[src/rtl/sar_control_prog.sv]
// Programmable nonbinary SAR controller: sequences a run-time loaded weight table
// through the capacitor matrix, with optional LSB vote averaging and a valid/ready result port.
module sar_control_prog #(
  parameter int RESULT_BITS  = 12,
  parameter int MAX_STEPS    = 16,
  parameter int STEP_W       = 5,
  parameter int AVG_MAX_LOG2 = 4,
  parameter int AVG_REGION   = 4,
  localparam int AW          = $clog2(MAX_STEPS),
  localparam int CW          = AVG_MAX_LOG2 + 1
) (
  input  logic                   clk,
  input  logic                   rst,
  input  logic                   start,
  input  logic                   continuous,
  input  logic [STEP_W-1:0]      num_steps,
  input  logic [2:0]             avg_log2,
  input  logic                   cfg_we,
  input  logic [AW-1:0]          cfg_addr,
  input  logic [RESULT_BITS-1:0] cfg_wdata,
  input  logic                   comparator_in,
  output logic                   sample,
  output logic                   nsample,
  output logic                   enable,
  output logic                   busy,
  output logic [RESULT_BITS-1:0] p_switch,
  output logic [RESULT_BITS-1:0] n_switch,
  output logic [RESULT_BITS-1:0] result,
  output logic                   result_valid,
  input  logic                   result_ready,
  output logic                   overrun
);

  typedef enum logic [1:0] {IDLE, SAMPLE, CONVERT, DONE} state_t;

  function automatic logic [RESULT_BITS-1:0] sat_add(input logic [RESULT_BITS-1:0] a,
                                                     input logic [RESULT_BITS-1:0] b);
    logic [RESULT_BITS:0] s;
    s = {1'b0, a} + {1'b0, b};
    return s[RESULT_BITS] ? {RESULT_BITS{1'b1}} : s[RESULT_BITS-1:0];
  endfunction

  function automatic logic [RESULT_BITS-1:0] binary_weight(input int i);
    if (i < RESULT_BITS) begin
      return {{(RESULT_BITS-1){1'b0}}, 1'b1} << (RESULT_BITS - 1 - i);
    end else begin
      return '0;
    end
  endfunction

  state_t                 state_q, state_d;
  logic [RESULT_BITS-1:0] data_q, data_d;
  logic [STEP_W-1:0]      idx_q, idx_d;
  logic [STEP_W-1:0]      ns_q, ns_d;
  logic [2:0]             al_q, al_d;
  logic [CW-1:0]          cnt_q, cnt_d;
  logic [CW-1:0]          sum_q, sum_d;
  logic [RESULT_BITS-1:0] result_q, result_d;
  logic                   result_valid_q, result_valid_d;
  logic                   overrun_q, overrun_d;
  logic                   sample_q, sample_d;
  logic                   nsample_q, nsample_d;
  logic                   enable_q, enable_d;
  logic                   busy_q, busy_d;
  logic [RESULT_BITS-1:0] n_switch_q, n_switch_d;
  logic [RESULT_BITS-1:0] p_switch_q, p_switch_d;
  logic [RESULT_BITS-1:0] w_q [MAX_STEPS];
  logic [RESULT_BITS-1:0] w_d [MAX_STEPS];

  logic [RESULT_BITS-1:0] trial_s;
  logic                   avg_step_s;
  logic                   last_cycle_s;
  logic [CW-1:0]          sum_now_s;
  logic                   decision_s;
  logic                   load_s;
  logic [RESULT_BITS-1:0] load_value_s;

  // Step decision: averaged steps cover the last AVG_REGION steps (all of them for short runs).
  always_comb begin
    trial_s      = sat_add(data_q, w_q[idx_q[AW-1:0]]);
    avg_step_s   = (al_q != 3'd0) && ((int'(idx_q) + AVG_REGION) >= int'(ns_q));
    sum_now_s    = sum_q + CW'(comparator_in);
    last_cycle_s = !avg_step_s || (cnt_q == CW'((32'd1 << al_q) - 32'd1));
    if (avg_step_s) begin
      decision_s = (sum_now_s >= CW'(32'd1 << (al_q - 3'd1)));
    end else begin
      decision_s = comparator_in;
    end
  end

  always_comb begin
    state_d      = state_q;
    data_d       = data_q;
    idx_d        = idx_q;
    ns_d         = ns_q;
    al_d         = al_q;
    cnt_d        = cnt_q;
    sum_d        = sum_q;
    load_s       = 1'b0;
    load_value_s = data_q;
    case (state_q)
      IDLE: begin
        if (start) begin
          state_d = SAMPLE;
          ns_d    = ((num_steps == '0) || (num_steps > STEP_W'(MAX_STEPS))) ?
                    STEP_W'(MAX_STEPS) : num_steps;
          al_d    = (avg_log2 > 3'(AVG_MAX_LOG2)) ? 3'(AVG_MAX_LOG2) : avg_log2;
          data_d  = '0;
          idx_d   = '0;
          cnt_d   = '0;
          sum_d   = '0;
        end
      end
      SAMPLE: begin
        state_d = CONVERT;
        idx_d   = '0;
        cnt_d   = '0;
        sum_d   = '0;
      end
      CONVERT: begin
        if (last_cycle_s) begin
          cnt_d = '0;
          sum_d = '0;
          if (decision_s) begin
            data_d = trial_s;
          end
          if (idx_q == ns_q - STEP_W'(1)) begin
            state_d      = DONE;
            load_s       = 1'b1;
            load_value_s = decision_s ? trial_s : data_q;
          end else begin
            idx_d = idx_q + STEP_W'(1);
          end
        end else begin
          cnt_d = cnt_q + CW'(1);
          sum_d = sum_now_s;
        end
      end
      DONE: begin
        if (continuous) begin
          state_d = SAMPLE;
          data_d  = '0;
          idx_d   = '0;
        end else begin
          state_d = IDLE;
        end
      end
      default: state_d = IDLE;
    endcase
  end

  // Result handshake: a load while unread and not being taken flags an overrun.
  always_comb begin
    result_d       = result_q;
    result_valid_d = result_valid_q;
    overrun_d      = 1'b0;
    if (load_s) begin
      result_d       = load_value_s;
      result_valid_d = 1'b1;
      overrun_d      = result_valid_q && !result_ready;
    end else if (result_valid_q && result_ready) begin
      result_valid_d = 1'b0;
    end
  end

  // Outputs are computed from next-state values so the registered copies line up with the state.
  always_comb begin
    sample_d  = (state_d == SAMPLE);
    nsample_d = !sample_d;
    enable_d  = (state_d == CONVERT);
    busy_d    = (state_d != IDLE);
    if (state_d == CONVERT) begin
      n_switch_d = sat_add(data_d, w_q[idx_d[AW-1:0]]);
    end else begin
      n_switch_d = '0;
    end
    p_switch_d = ~n_switch_d;
  end

  always_comb begin
    w_d = w_q;
    if (cfg_we && !busy_q && (int'(cfg_addr) < MAX_STEPS)) begin
      w_d[cfg_addr] = cfg_wdata;
    end
  end

  always_ff @(posedge clk or negedge rst) begin
    if (!rst) begin
      state_q        <= IDLE;
      data_q         <= '0;
      idx_q          <= '0;
      ns_q           <= STEP_W'(MAX_STEPS);
      al_q           <= 3'd0;
      cnt_q          <= '0;
      sum_q          <= '0;
      result_q       <= '0;
      result_valid_q <= 1'b0;
      overrun_q      <= 1'b0;
      sample_q       <= 1'b0;
      nsample_q      <= 1'b1;
      enable_q       <= 1'b0;
      busy_q         <= 1'b0;
      n_switch_q     <= '0;
      p_switch_q     <= '1;
      for (int i = 0; i < MAX_STEPS; i++) begin
        w_q[i] <= binary_weight(i);
      end
    end else begin
      state_q        <= state_d;
      data_q         <= data_d;
      idx_q          <= idx_d;
      ns_q           <= ns_d;
      al_q           <= al_d;
      cnt_q          <= cnt_d;
      sum_q          <= sum_d;
      result_q       <= result_d;
      result_valid_q <= result_valid_d;
      overrun_q      <= overrun_d;
      sample_q       <= sample_d;
      nsample_q      <= nsample_d;
      enable_q       <= enable_d;
      busy_q         <= busy_d;
      n_switch_q     <= n_switch_d;
      p_switch_q     <= p_switch_d;
      for (int i = 0; i < MAX_STEPS; i++) begin
        w_q[i] <= w_d[i];
      end
    end
  end

  assign sample       = sample_q;
  assign nsample      = nsample_q;
  assign enable       = enable_q;
  assign busy         = busy_q;
  assign n_switch     = n_switch_q;
  assign p_switch     = p_switch_q;
  assign result       = result_q;
  assign result_valid = result_valid_q;
  assign overrun      = overrun_q;

endmodule
[config.mk]
export PLATFORM = sky130hd
export DESIGN_NAME = sar_control_prog
export DESIGN_NICKNAME = d
export VERILOG_FILES = /design/src/rtl/sar_control_prog.sv
export SDC_FILE = /design/constraint.sdc
export NUM_CORES = 1
export LEC_CHECK = 0
export ABC_AREA = 1
export ABC_CLOCK_PERIOD_IN_PS = 11080
export BUFFER_PORTS_ARGS = -buffer_cell sky130_fd_sc_hd__buf_4
export CAP_MARGIN = 20
export CORE_AREA = 2 2 231 233
export CTS_BUF_LIST = sky130_fd_sc_hd__clkbuf_16
export CTS_CLUSTER_SIZE = 40
export DETAILED_ROUTE_END_ITERATION = 12
export DIE_AREA = 0 0 233 235
export MAX_ROUTING_LAYER = met4
export PLACE_DENSITY_LB_ADDON = 0.05
export SYNTH_ARGS = -nofsm -noshare
export SYNTH_HDL_FRONTEND = slang
export SYNTH_SLANG_ARGS = --single-unit
[constraint.sdc]
create_clock -name clk -period 11.08 [get_ports clk]
set_clock_uncertainty 0.2 [all_clocks]
set_input_delay 2.216 -clock clk [delete_from_list [all_inputs] [get_ports clk]]
set_output_delay 2.216 -clock clk [all_outputs]
set_load 0.02 [all_outputs]
==> metrics.cfg, run 1 <==
[status]
status=complete, no violations

[clock_tree]
cts_buffers=36
cts-resized-gates=0
cts-root-buf=clkbuf_16
cts.sinks=271
cts_tree=done
clk_pin_slew_ns=0.06
holdBufCountCts=0
clk_path_buf_depth=3
h-tree-depth=2
postCtsSetupRepairBufs=0
clock_latency_ns=0.55

[critical_path]
r2r-start=idx_q[0]$_DFF_PN0_
end_kind=register
r2r_cells=33
path_max_fanout=49
arrival_ns=8.30
max_stage_delay_ns=0.74
start_kind=register
critPathRequiredTime_ns=11.31
reg2reg_to=n_switch[4]$_DFF_PN0_
crit_type=register to register
r2r_setup_slack_ns=3.02
worst_path_max_delay_cell=dfrtp_2

[pwr]
switchingPower_mw=3.497
p_per_area_nw_per_um2=382.8
internal_power_mw=3.343
seqPwrFrac=0.249
p_leak_nw=8.225
ir_worst_vdd_mv=0.2118
p_clk_frac=0.177
p_sw_frac=0.5112
power_frac_comb=0.574

[final_layout]
drive_gt1_frac=0.1017
n_antenna_cell=0
utilization=0.3421
area_delta_synth_final_pct=14.70
fin_cells=2782
num-fill-cells=5508
final_nets=2147
stdcell_area_sq_um=17870

[synth]
synth_cell_types=42
seq_area_frac_synth=0.4374
netlist_instances=2064
synth_flop_cell=dfrtp_1
mappedNetlistArea_sq_um=15580
async_flop_share=1.000
syn-num-nets=2143
synth_edf_count=0
yosysWarnings=0
ys_seq_elements=271
syn_area_per_cell_sq_um=7.548

[floorplan]
die_area_sq_um=54760
num_io_pins=73
placementRows=84
core_sq_um=52240
die_h_um=235
fp.dieW_um=233
start_util=0.2982

[timing]
worst_pin_slew_ns=1.034
setup_viol=0
period_share=0.7279
min_period_ns=8.065
rsz0062_at_grt=false
hold_violations=0
max_freq_mhz=124.0
tns_ns=0
drv_slew=0
max-slew-margin-rel=0.3091

[routing]
ant_nets=0
via_count=14640
via_per_inst=5.262
drc_errors=0
first_pass_iters=6
drt-total-wl_um=58570
wl_per_cell_um=21.05
drt_iter0_drc=1467

[global_routing]
grt_pass1_vias=14540
overflow=0
antenna_found_initial=0
grtUsageTotal=0.2242
grt_max_degree=104
grt_pass1_wl_um=90760

[worst_hold_path]
min_path_type=register to register
hold_depth=2
min-delay-start=w_q[126]$_DFFE_PN1P_
min_to=w_q[126]$_DFFE_PN1P_

[place]
dp_hpwl_um=37410
dpl.cell_count=2716
routabilityCongestion=0.8134
place_area_sq_um=16630
numPortBuffers=72

[job]
drv_cap=0

==> logic make-up (layout without fill, tap and decap cells) <==
group,Yosys count,after routing,synth area share
fa+ha+maj,48,48,0.03951
flops,271,271,0.4374
simple gates,983,983,0.2700
compound gates,468,468,0.1678
buf+inv,271,301,0.07236
xor+xnor,23,23,0.01293
==> worst max-delay path: cells and delay by family, from the launching register on <==
kind / cells / cell delay [ns]
buffers and inverters: 8 / 2.27
DFF: 1 / 0.74
adders and majority gates: 2 / 0.74
AOI/OAI and AO/OA: 14 / 3.00
and+or+nand+nor: 9 / 0.92
==> layer usage <==
layer,share of wire,global-route usage,vias to the layer above,routed length [um]
met5,0,-,-,0
met4,0.035,0.08396,0,2062
met3,0.057,0.03653,111,3331
met2,0.45,0.3397,482,26300
met1,0.46,0.3000,7037,26880
li1,-,-,7010,-
==> flip-flops by register name, indices dropped and copies added (netlist names), 2 cells and up <==
signal,cells
w_q,192
idx_q,5
result,12
cnt_q,5
ns_q,5
n_switch,12
data_q,12
al_q,3
state_q,2
sum_q,5
p_switch,12
==> layout by cell type, fill, tap and decap left out, types with 3 or more instances in the layout <==
cell	netlist	routed
a31oi_1	6	6
xnor2_1	5	5
clkinv_2	0	5
o211ai_1	23	23
buf_8	0	3
o21bai_1	4	4
nand4_1	13	13
o31ai_1	5	5
ha_1	46	46
o21ai_1	6	5
clkbuf_16	0	37
or2_2	5	5
dfstp_2	26	26
clkinv_1	1	9
nand3_1	328	328
xor2_1	18	18
inv_1	122	126
bufinv_16	0	6
o22ai_1	12	12
nor2_1	147	147
nand2_2	4	5
nand2_1	472	470
clkinvlp_4	0	3
dfrtp_1	245	243
o21ai_0	332	332
a21oi_1	36	36
o221ai_1	39	39
inv_2	6	6
nor3_1	5	5
buf_4	8	105
==> worst max path at each step <==
stage | from | to | slack, ns
after floorplan | comparator_in | n_switch[5]$_DFF_PN0_ | 4.71
after global placement | idx_q[0]$_DFF_PN0_ | n_switch[2]$_DFF_PN0_ | 3.29
after detailed placement | idx_q[0]$_DFF_PN0_ | n_switch[4]$_DFF_PN0_ | 3.20
after CTS | idx_q[0]$_DFF_PN0_ | n_switch[4]$_DFF_PN0_ | 3.17
after global routing | idx_q[0]$_DFF_PN0_ | n_switch[6]$_DFF_PN0_ | 2.12
final | idx_q[0]$_DFF_PN0_ | n_switch[4]$_DFF_PN0_ | 3.02
==> layout make-up <==
cell class / instances / area, sq um / share of cell area
Clock inverter: 27 / 281.5 / 0.01576
Sequential cell: 271 / 6817 / 0.3815
Clock buffer: 37 / 925.9 / 0.05182
Inverter: 129 / 484.2 / 0.02710
Timing Repair Buffer: 108 / 833.3 / 0.04664
Multi-Input combinational cell: 1522 / 7666 / 0.4290
Tap cell: 688 / 860.8 / 0.04818
==> synthesized netlist by cell type, types with 5 or more instances <==
cell type | number | area (sq um)
nand2_1 | 472 | 1772
o21ai_0 | 332 | 1662
nand3_1 | 328 | 1642
dfrtp_1 | 245 | 6131
nor2_1 | 147 | 551.8
inv_1 | 122 | 457.9
clkbuf_1 | 94 | 352.8
ha_1 | 46 | 575.6
o221ai_1 | 39 | 341.6
a21oi_1 | 36 | 180.2
buf_2 | 28 | 140.1
dfstp_2 | 26 | 683.2
o211ai_1 | 23 | 172.7
xor2_1 | 18 | 157.7
nand4_1 | 13 | 81.33
o22ai_1 | 12 | 75.07
buf_4 | 8 | 60.06
a31oi_1 | 6 | 37.54
buf_1 | 6 | 22.52
buf_6 | 6 | 67.56
inv_2 | 6 | 22.52
o21ai_1 | 6 | 30.03
nor3_1 | 5 | 25.02
o31ai_1 | 5 | 37.54
or2_2 | 5 | 31.28
xnor2_1 | 5 | 43.79
==> per-stage QoR <==
stage	setup WS, ns	hold slack [ns]	power [mW]
5_1_grt	2.117	0.3176	7.488
2_1_floorplan	4.713	0.2695	4.374
3_3_place_gp	3.292	0.2884	5.625
3_5_place_dp	3.204	0.2940	5.650
4_1_cts	3.167	0.3042	6.901
6_report	3.015	0.3008	6.841
==> power by group through the flow <==
stage	Sequential (mW)	Clock, mW	Combinational, mW
floorplan	1.64	0	2.74
global placement	1.72	0	3.91
detailed placement	1.71	0	3.94
CTS	1.70	1.25	3.95
global route	1.75	1.29	4.45
finish	1.70	1.21	3.93
(Power assumes the default switching activity.)
==> inputs of run 2 (changes only) <==
--- a/config.mk
+++ b/config.mk
@@ -6,7 +6,7 @@
 export NUM_CORES = 1
 export LEC_CHECK = 0
 export ABC_AREA = 1
-export ABC_CLOCK_PERIOD_IN_PS = 11080
+export ABC_CLOCK_PERIOD_IN_PS = 7200
 export BUFFER_PORTS_ARGS = -buffer_cell sky130_fd_sc_hd__buf_4
 export CAP_MARGIN = 20
 export CORE_AREA = 2 2 231 233
==> constraint.sdc (replaced) <==
create_clock -name clk -period 7.2 [get_ports clk]
set_clock_uncertainty 0.2 [all_clocks]
set_input_delay 1.44 -clock clk [delete_from_list [all_inputs] [get_ports clk]]
set_output_delay 1.44 -clock clk [all_outputs]
set_load 0.02 [all_outputs]
==> run 2 against run 1 <==
  * Sequential cell count stayed put
  * Routed wire length is 0.85% lower
  * First-iteration DRC count is 23% lower
  * Final cell count is 0.25% higher
  * Global-route usage is 0.34 points lower
  * Via count is 0.45% higher
  * Clock power is 36% higher
  * Largest power group unchanged
==> metrics.cfg, run 2 (synthesis results as in run 1) <==
[status]
status=complete, no violations

[routing]
wl_per_cell_um=20.82
ant_nets=0
drc_errors=0
first_pass_iters=5
via_per_inst=5.273
via_count=14710
drt-total-wl_um=58080
drt_iter0_drc=1127

[final_layout]
final_common_cell=nand2_1
largest_reg_flops=192
multiInputGateArea_sq_um=7666
area_delta_synth_final_pct=14.54
regArea_sq_um=6817
stdcell_area_sq_um=17840
drive_gt1_frac=0.1004
n_antenna_cell=0
top_register=w_q
final_nets=2154
fin_cells=2789
most-common-layout-cells=470 x nand2_1, 332 x o21ai_0, 328 x nand3_1
num-fill-cells=5491

[critical_path]
reg2reg_to=n_switch[0]$_DFF_PN0_
r2r_cells=31
end_kind=register
critPathRequiredTime_ns=7.42
path_max_fanout=34
start_kind=register
crit_type=register to register
r2r-start=idx_q[0]$_DFF_PN0_
worst_path_max_delay_cell=buf_4
r2r_setup_slack_ns=0.78
max_stage_delay_ns=0.47
path_common_cell=nand2_1
arrival_ns=6.64

[worst_hold_path]
min_path_type=register to register
min_to=w_q[74]$_DFFE_PN1P_
min-delay-start=w_q[74]$_DFFE_PN1P_
hold_depth=2

[clock_tree]
h-tree-depth=2
cts_tree=done
cts.sinks=271
postCtsSetupRepairBufs=0
cts-resized-gates=0
cts-root-buf=clkbuf_16
clk_path_buf_depth=3
cts_buffers=35
clk_pin_slew_ns=0.06
holdBufCountCts=0
clock_latency_ns=0.55

[floorplan]
placementRows=84
start_util=0.2982
num_io_pins=73
fp.dieW_um=233
die_area_sq_um=54760
die_h_um=235
core_sq_um=52240

[timing]
hold_violations=0
max-slew-margin-rel=0.2786
rsz0062_at_grt=false
period_share=0.8919
worst_pin_slew_ns=1.079
setup_viol=0
drv_slew=0
worst_slack_ns=0.7780
max_freq_mhz=155.7
tns_ns=0
min_period_ns=6.422

[place]
place_area_sq_um=16770
routabilityCongestion=0.8504
place_ws_ns=0.6563
dpl.cell_count=2725
numPortBuffers=72
dp_hpwl_um=36310

[global_routing]
grt_pass1_vias=14310
overflow=0
grt_pass1_wl_um=89620
grtUsageTotal=0.2207
antenna_found_initial=0
grt_max_degree=112

[pwr]
p_per_area_nw_per_um2=585.2
p_leak_nw=8.275
ir_worst_vdd_mv=0.5216

[job]
drv_cap=0

==> run 2: cell count changes in the layout (fill, tap and decap cells not counted), sizes merged <==
cell / delta
inv: +14
buf: +8
clkinv: -7
bufinv: -5
clkinvlp: -3
==> run 2: worst max-delay path: cells and delay by family, from the launching register on <==
kind                       cells  cell delay (ns)
AOI/OAI and AO/OA             13             2.52
buffers and inverters          7             1.46
and+or+nand+nor                8             0.87
DFF                            1             0.42
adders and majority gates      3             0.80
==> run 2: worst max-delay path by stage <==
stage,from,endpoint,slack (ns),depth (start not counted)
after floorplan,comparator_in,n_switch[5]$_DFF_PN0_,1.61,29
after global placement,comparator_in,n_switch[0]$_DFF_PN0_,0.79,31
after detailed placement,comparator_in,n_switch[0]$_DFF_PN0_,0.66,31
after CTS,idx_q[0]$_DFF_PN0_,n_switch[0]$_DFF_PN0_,0.81,34
after global routing,idx_q[0]$_DFF_PN0_,n_switch[3]$_DFF_PN0_,0.02,30
final,idx_q[0]$_DFF_PN0_,n_switch[0]$_DFF_PN0_,0.78,31
==> run 2: report_power, final <==
| part | switching [mW] | internal, mW | total, mW |
|---|---|---|---|
| Sequential | 0.440 | 2.12 | 2.56 |
| Clock | 0.696 | 0.955 | 1.65 |
| Combinational | 4.25 | 1.98 | 6.23 |
| Total | 5.39 | 5.06 | 10.4 |
==> run 2: per-stage QoR <==
stage / hold slack [ns] / total power, mW / util
after floorplan: 0.2695 / 6.732 / -
after global placement: 0.2866 / 8.810 / 0.3211
after detailed placement: 0.2929 / 8.819 / 0.3211
after CTS: 0.3035 / 10.52 / 0.3413
after global routing: 0.3208 / 11.41 / 0.3416
final: 0.3020 / 10.44 / 0.3416
==> run 2: final cells by class <==
cell class                 instances  area share
multi-input combinational       1522      0.4296
sequential                       271      0.3820
timing repair buffer             116     0.05385
clock buffer                      37     0.05189
tap                              688     0.04824
inverter                         129     0.02714
clock inverter                    26    0.007223
==> run 2: routing by layer <==
metal	up-vias	global-route usage	routed length, um
li1	7016	-	-
met4	0	0.06524	1637
met1	7133	0.3034	26950
met5	-	-	0
met2	453	0.3347	26330
met3	104	0.03398	3158
